--- src/rtl/mem_bridge_pkg.sv ---
// Shared definitions for the cache-line to narrow-bus memory bridge:
// line opcodes, default tag width and the bridge state encoding.
package mem_bridge_pkg;

  localparam int LG_MEM_TAG_ENTRIES = 4;

  localparam logic [3:0] MEM_LD_LINE = 4'd4;
  localparam logic [3:0] MEM_ST_LINE = 4'd7;

  typedef enum logic [1:0] {
    IDLE = 2'd0,
    XFER = 2'd1,
    RESP = 2'd2
  } bridge_state_t;

  // True for the opcodes that move a line over the bus.
  function automatic logic op_is_line(input logic [3:0] op);
    return (op == MEM_LD_LINE) || (op == MEM_ST_LINE);
  endfunction

endpackage

--- src/rtl/mem_line_bridge.sv ---
// Cache-line request port to narrow pipelined memory bus bridge.
// A line request is split into BEATS bus beats; beats keep issuing while
// earlier responses are still outstanding. Responses return in order,
// one per beat, and read beats are gathered little-endian into a line.
module mem_line_bridge
  import mem_bridge_pkg::*;
#(
  parameter int CL_BITS  = 128,
  parameter int BUS_BITS = 32,
  parameter int ADDR_W   = 64,
  parameter int TAG_W    = LG_MEM_TAG_ENTRIES
) (
  input  logic                clk,
  input  logic                reset,
  input  logic                mem_req_valid,
  input  logic [ADDR_W-1:0]   mem_req_addr,
  input  logic [CL_BITS-1:0]  mem_req_store_data,
  input  logic [TAG_W-1:0]    mem_req_tag,
  input  logic [3:0]          mem_req_opcode,
  output logic                mem_rsp_valid,
  output logic [CL_BITS-1:0]  mem_rsp_load_data,
  output logic                bus_req_valid,
  input  logic                bus_req_ready,
  output logic [ADDR_W-1:0]   bus_req_addr,
  output logic                bus_req_we,
  output logic [BUS_BITS-1:0] bus_req_wdata,
  output logic [TAG_W-1:0]    bus_req_tag,
  input  logic                bus_rsp_valid,
  input  logic [BUS_BITS-1:0] bus_rsp_rdata,
  output logic                busy,
  output logic                bus_err
);

  localparam int BEATS      = CL_BITS / BUS_BITS;
  localparam int IDX_W      = (BEATS > 1) ? $clog2(BEATS) : 1;
  localparam int CNT_W      = $clog2(BEATS) + 1;
  localparam int LINE_BYTES = CL_BITS / 8;

  localparam logic [CNT_W-1:0]  BEATS_C    = CNT_W'(BEATS);
  localparam logic [ADDR_W-1:0] BEAT_BYTES = ADDR_W'(BUS_BITS / 8);
  localparam logic [ADDR_W-1:0] LINE_MASK  = ~ADDR_W'(LINE_BYTES - 1);

  bridge_state_t                   state_q;
  logic [CNT_W-1:0]                issue_cnt_q;
  logic [CNT_W-1:0]                rsp_cnt_q;
  logic [ADDR_W-1:0]               line_addr_q;
  logic [BEATS-1:0][BUS_BITS-1:0]  wline_q;
  logic [BEATS-1:0][BUS_BITS-1:0]  rline_q;
  logic [BEATS-1:0][BUS_BITS-1:0]  rline_d;
  logic [TAG_W-1:0]                tag_q;
  logic [3:0]                      op_q;
  logic [CL_BITS-1:0]              load_q;
  logic                            err_q;

  logic             issue_fire;
  logic             rsp_legal;
  logic             rsp_stray;
  logic [IDX_W-1:0] issue_idx;
  logic [IDX_W-1:0] rsp_idx;

  assign issue_idx = issue_cnt_q[IDX_W-1:0];
  assign rsp_idx   = rsp_cnt_q[IDX_W-1:0];

  // Bus request side is decoded purely from registered state, so it holds
  // steady across ready stalls without any extra holding register.
  assign bus_req_valid = (state_q == XFER) && (issue_cnt_q < BEATS_C);
  assign bus_req_addr  = line_addr_q + (ADDR_W'(issue_cnt_q) * BEAT_BYTES);
  assign bus_req_we    = (state_q == XFER) && (op_q == MEM_ST_LINE);
  assign bus_req_wdata = wline_q[issue_idx];
  assign bus_req_tag   = tag_q;

  assign issue_fire = bus_req_valid && bus_req_ready;
  // A response is only legal against a beat already accepted in an earlier cycle.
  assign rsp_legal  = bus_rsp_valid && (state_q == XFER) && (rsp_cnt_q < issue_cnt_q);
  assign rsp_stray  = bus_rsp_valid && !rsp_legal;

  assign mem_rsp_valid     = (state_q == RESP);
  assign mem_rsp_load_data = load_q;
  assign busy              = (state_q != IDLE);
  assign bus_err           = err_q;

  // Merge the arriving read beat into the gather buffer.
  always_comb begin
    rline_d = rline_q;
    if (rsp_legal && (op_q == MEM_LD_LINE)) begin
      rline_d[rsp_idx] = bus_rsp_rdata;
    end
  end

  // Gather buffer: pure data, never needs a reset value.
  always_ff @(posedge clk) begin
    rline_q <= rline_d;
  end

  // Bridge FSM: accept, issue/collect beats, pulse completion.
  always_ff @(posedge clk) begin
    if (reset) begin
      state_q     <= IDLE;
      issue_cnt_q <= '0;
      rsp_cnt_q   <= '0;
      line_addr_q <= '0;
      wline_q     <= '0;
      tag_q       <= '0;
      op_q        <= '0;
      load_q      <= '0;
      err_q       <= 1'b0;
    end else begin
      if (rsp_stray) begin
        err_q <= 1'b1;
      end
      case (state_q)
        IDLE: begin
          if (mem_req_valid) begin
            line_addr_q <= mem_req_addr & LINE_MASK;
            wline_q     <= mem_req_store_data;
            tag_q       <= mem_req_tag;
            op_q        <= mem_req_opcode;
            issue_cnt_q <= '0;
            rsp_cnt_q   <= '0;
            if (op_is_line(mem_req_opcode)) begin
              state_q <= XFER;
            end else begin
              // Unknown operation: complete at once without touching the bus.
              state_q <= RESP;
              err_q   <= 1'b1;
            end
          end
        end
        XFER: begin
          if (issue_fire) begin
            issue_cnt_q <= issue_cnt_q + CNT_W'(1);
          end
          if (rsp_legal) begin
            rsp_cnt_q <= rsp_cnt_q + CNT_W'(1);
            if ((rsp_cnt_q + CNT_W'(1)) == BEATS_C) begin
              state_q <= RESP;
              if (op_q == MEM_LD_LINE) begin
                load_q <= rline_d;
              end
            end
          end
        end
        RESP: begin
          state_q <= IDLE;
        end
        default: begin
          state_q <= IDLE;
        end
      endcase
    end
  end

endmodule

--- config.mk ---
export PLATFORM = sky130hd
export DESIGN_NAME = mem_line_bridge
export DESIGN_NICKNAME = d
export VERILOG_FILES = /design/src/rtl/mem_bridge_pkg.sv /design/src/rtl/mem_line_bridge.sv
export SDC_FILE = /design/constraint.sdc
export NUM_CORES = 1
export LEC_CHECK = 0
export CAP_MARGIN = 0
export CORE_MARGIN = 3
export CORE_UTILIZATION = 46
export CTS_BUF_LIST = sky130_fd_sc_hd__clkbuf_16
export DETAILED_ROUTE_END_ITERATION = 10
export GPL_TIMING_DRIVEN = 0
export PLACE_DENSITY = 0.81
export RECOVER_POWER = 50
export SYNTH_ARGS = -nofsm -noshare
export SYNTH_HDL_FRONTEND = slang
export SYNTH_SLANG_ARGS = --single-unit
--- constraint.sdc ---
create_clock -name clk -period 7.2 [get_ports clk]
set_clock_uncertainty 0.2 [all_clocks]
set_input_delay 0.72 -clock clk [delete_from_list [all_inputs] [get_ports clk]]
set_output_delay 0.72 -clock clk [all_outputs]
set_load 0.02 [all_outputs]
==> flow_summary.toml <==
[timing]
final_setup_violation_count = 0
slew_at_the_pin_closest_to_its_max_slew_limit_ps = 901
timing.final.crit_period_ps = 4830
min_period_over_period_pct = 67.0
unrepaired_setup_endpoints_after_global_routing = "false"
fmaxAchievable_mhz = 207
maxSlewHeadroom_pct = 39.9
slew_violations = 0
tns_ps = 0
timing.final.hold_violations = 0

[yosys]
synth-seq-cells = 461
synth_top_area_share_pct = 48.2
synth.avg_cell_area_um2 = 8.33
synthArstFlopShare_pct = 0
yosysSeqAreaShare_pct = 48.2
dominantRegCellSynth = "sky130_fd_sc_hd__dfxtp_1"
syn-cell-area_um2 = 19100
synth_cells = 2300
post-synth-top-area-cell = "sky130_fd_sc_hd__dfxtp_1"
synthesis_warnings = 0
yosysMostFrequentCell = "sky130_fd_sc_hd__nand2_1"
synth-edff-count = 0
post_synth_num_cell_types = 39
area_contributors_post_synth = "sky130_fd_sc_hd__dfxtp_1, sky130_fd_sc_hd__nand2_1, sky130_fd_sc_hd__a311oi_2"
list_of_most_frequent_post_synthesis_cells = "sky130_fd_sc_hd__nand2_1, sky130_fd_sc_hd__dfxtp_1, sky130_fd_sc_hd__a21oi_1"

[layout]
number_of_nets_in_the_final_layout = 3028
postLayoutCoreUtil_pct = 62.4
drive_gt1_share_pct = 9.72
area_delta_synth_final_pct = 33.7

[route]
drt_wl_total_mm = 68.4
via_per_inst = 5.51
routed-via-count = 18500
initialDrtViolationCount = 1539
drc_errors = 0
detail_route.first_pass.iterations = 6
route.antenna.remaining_nets = 0
drt-wirelength-per-cell_um = 20.4

[power_and_ir_drop]
leakage_power_total_nw = 10.1
ir_worst_vdd_mv = 0.186
post-layout-total-power_mw = 5.63
power-per-cell-area_nw_per_um2 = 220

[grt]
grt_pass1_vias = 17800
track_usage_pct = 29.6
overflow = 0
antenna_found_initial = 9
grt_max_degree = 14
global_route_wire_length_before_repair_mm = 102

[setup_path]
timing.critical_path.slowest_stage_cell = "sky130_fd_sc_hd__clkdlybuf4s50_1"
crit_chain = "ha_1, ha_1, nand3_1, nor4_4, nand4_1, nor3_1, xor2_1, clkdlybuf4s50_1"
setup.reg_to_reg.worst_slack_ps = 3740
crit_arrival_ps = 3910
path_buf_inv = 1
worst-endpoint-required_ps = 6280
worstSetupEndpointType = "output pin"
timing.rr.end = "mem_rsp_load_data[87]$_SDFFE_PP0P_"
cpMostUsedCell = "sky130_fd_sc_hd__ha_1"
cpPeakStageDelay_ps = 690
worst-path-stages = 8
worstSetupStartpointType = "flip-flop"
critPathCapture = "bus_req_addr[62]"
setup.worst_path.start = "issue_cnt_q[2]$_SDFFE_PP0P_"
r2r.worst_path.cells = 8
timing.rr.start = "issue_cnt_q[1]$_SDFFE_PP0P_"
cp_top_family = "simple AND/OR/NAND/NOR gates"
critical_path.max_fanout = 9
path_class = "flip-flop to output pin"

[floorplan]
floorplan.die.height_um = 210
placeable_area_um2 = 41000
fp.dieArea_um2 = 44100
ios = 470
die_w_um = 210
placementRows = 74
start_util_pct = 46.7

[flow_run]
max_cap_violations = 0

[cts]
path_clk_slew_ps = 60
cts.root.buffer_cell = "sky130_fd_sc_hd__clkbuf_16"
htree_num_levels = 2
cts_tree = "built"
cts_made_buffers = 48
cts.sink_count = 461
clockBufferDepth = 3
resized_after_cts = 0
worstSkewPairLatency_ps = 580
ctsHoldBuffers = 0
post_cts.repair.setup_buffers = 0

[min_path]
hp-class = "flip-flop to flip-flop"

[placement]
gp_routability_congestion = 1.02
portBuffers = 430
place_hpwl_mm = 52.1

[status]
run_status = "finished, final reports clean"
==> cells in the final DEF (no fill, tap or decap), types with 23 or more instances in the layout <==
cell type,count
sky130_fd_sc_hd__a311oi_1,29
sky130_fd_sc_hd__xor2_1,26
sky130_fd_sc_hd__mux4_2,32
sky130_fd_sc_hd__clkbuf_1,125
sky130_fd_sc_hd__nor2_1,152
sky130_fd_sc_hd__clkbuf_2,29
sky130_fd_sc_hd__nand3_1,23
sky130_fd_sc_hd__clkdlybuf4s50_1,289
sky130_fd_sc_hd__dfxtp_1,461
sky130_fd_sc_hd__a21oi_1,204
sky130_fd_sc_hd__clkbuf_16,48
sky130_fd_sc_hd__a311oi_2,99
sky130_fd_sc_hd__dlygate4sd3_1,141
sky130_fd_sc_hd__xnor2_1,34
sky130_fd_sc_hd__nand2_1,936
==> worst min path at each step <==
stage	startpoint	endpoint	slack (ps)	cells after the start
detailed placement	rline_q[126]$_DFF_P_	rline_q[126]$_DFF_P_	230	2
CTS	bus_rsp_rdata[15]	rline_q[111]$_DFF_P_	230	3
finish	rline_q[12]$_DFF_P_	rline_q[12]$_DFF_P_	240	2
global placement	rline_q[121]$_DFF_P_	rline_q[121]$_DFF_P_	220	2
floorplan	rline_q[0]$_DFF_P_	rline_q[0]$_DFF_P_	210	2
global route	wline_q[109]$_SDFFE_PP0P_	wline_q[109]$_SDFFE_PP0P_	270	2
==> sequential cells by signal, summed over array words and instances (netlist names) <==
name,count
state_q,2
issue_cnt_q,3
wline_q,128
bus_err,1
rline_q,128
mem_rsp_load_data,128
line_addr_q,60
bus_req_tag,4
rsp_cnt_q,3
op_q,4
==> cells by family after synthesis <==
family,after synthesis,share of synthesized area [%]
muxes,32,3.76
adders and majority gates,10,0.653
xor gates and xnor gates,60,2.74
other,1,0.0196
buffers and inverters,212,5.19
DFF,461,48.2
AOI/OAI and AO/OA,346,15.1
and+or+nand+nor,1178,24.3
==> layer usage <==
| layer | track usage, % | vias to the layer above | share of wire, % |
|---|---|---|---|
| met5 | 0 | - | 0 |
| met4 | 13.2 | 0 | 4.7 |
| met1 | 37.1 | 8804 | 39 |
| met3 | 5.82 | 179 | 8.4 |
| met2 | 49.9 | 898 | 48 |
| li1 | - | 8623 | - |
==> final cells by class <==
class / instances / area [um2]
Clock inverter: 40 / 275
Clock buffer: 48 / 1200
Timing Repair Buffer: 430 / 4300
Antenna cell: 9 / 22.5
Inverter: 16 / 60.1
Tap cell: 532 / 666
Buffer: 196 / 930
Multi-Input combinational cell: 1628 / 8920
Sequential cell: 461 / 9230
Fill cell: 3474 / 15400
==> through the flow <==
stage	setup WS, ps	instances	cell area [um2]	hold slack (ps)
finish	2370	3360	25600	237
CTS	2390	3351	25600	230
floorplan	4120	2301	19200	211
global route	2180	3359	25600	266
global placement	3010	3263	24100	218
detailed placement	3020	3263	24100	227
==> power by group <==
part           switching, mW  internal, mW  total, mW
logic                  0.320         0.251      0.571
registers             0.0565          2.62       2.68
clock network           1.05          1.32       2.38
total                   1.43          4.20       5.63
==> tightest hold or removal path: stages, from the launching register on <==
cell and delay [ps]:
sky130_fd_sc_hd__dfxtp_1 310, sky130_fd_sc_hd__nand2_1 50, sky130_fd_sc_hd__nand2_1 50
No activity file was read; power rests on OpenSTA's default activity.
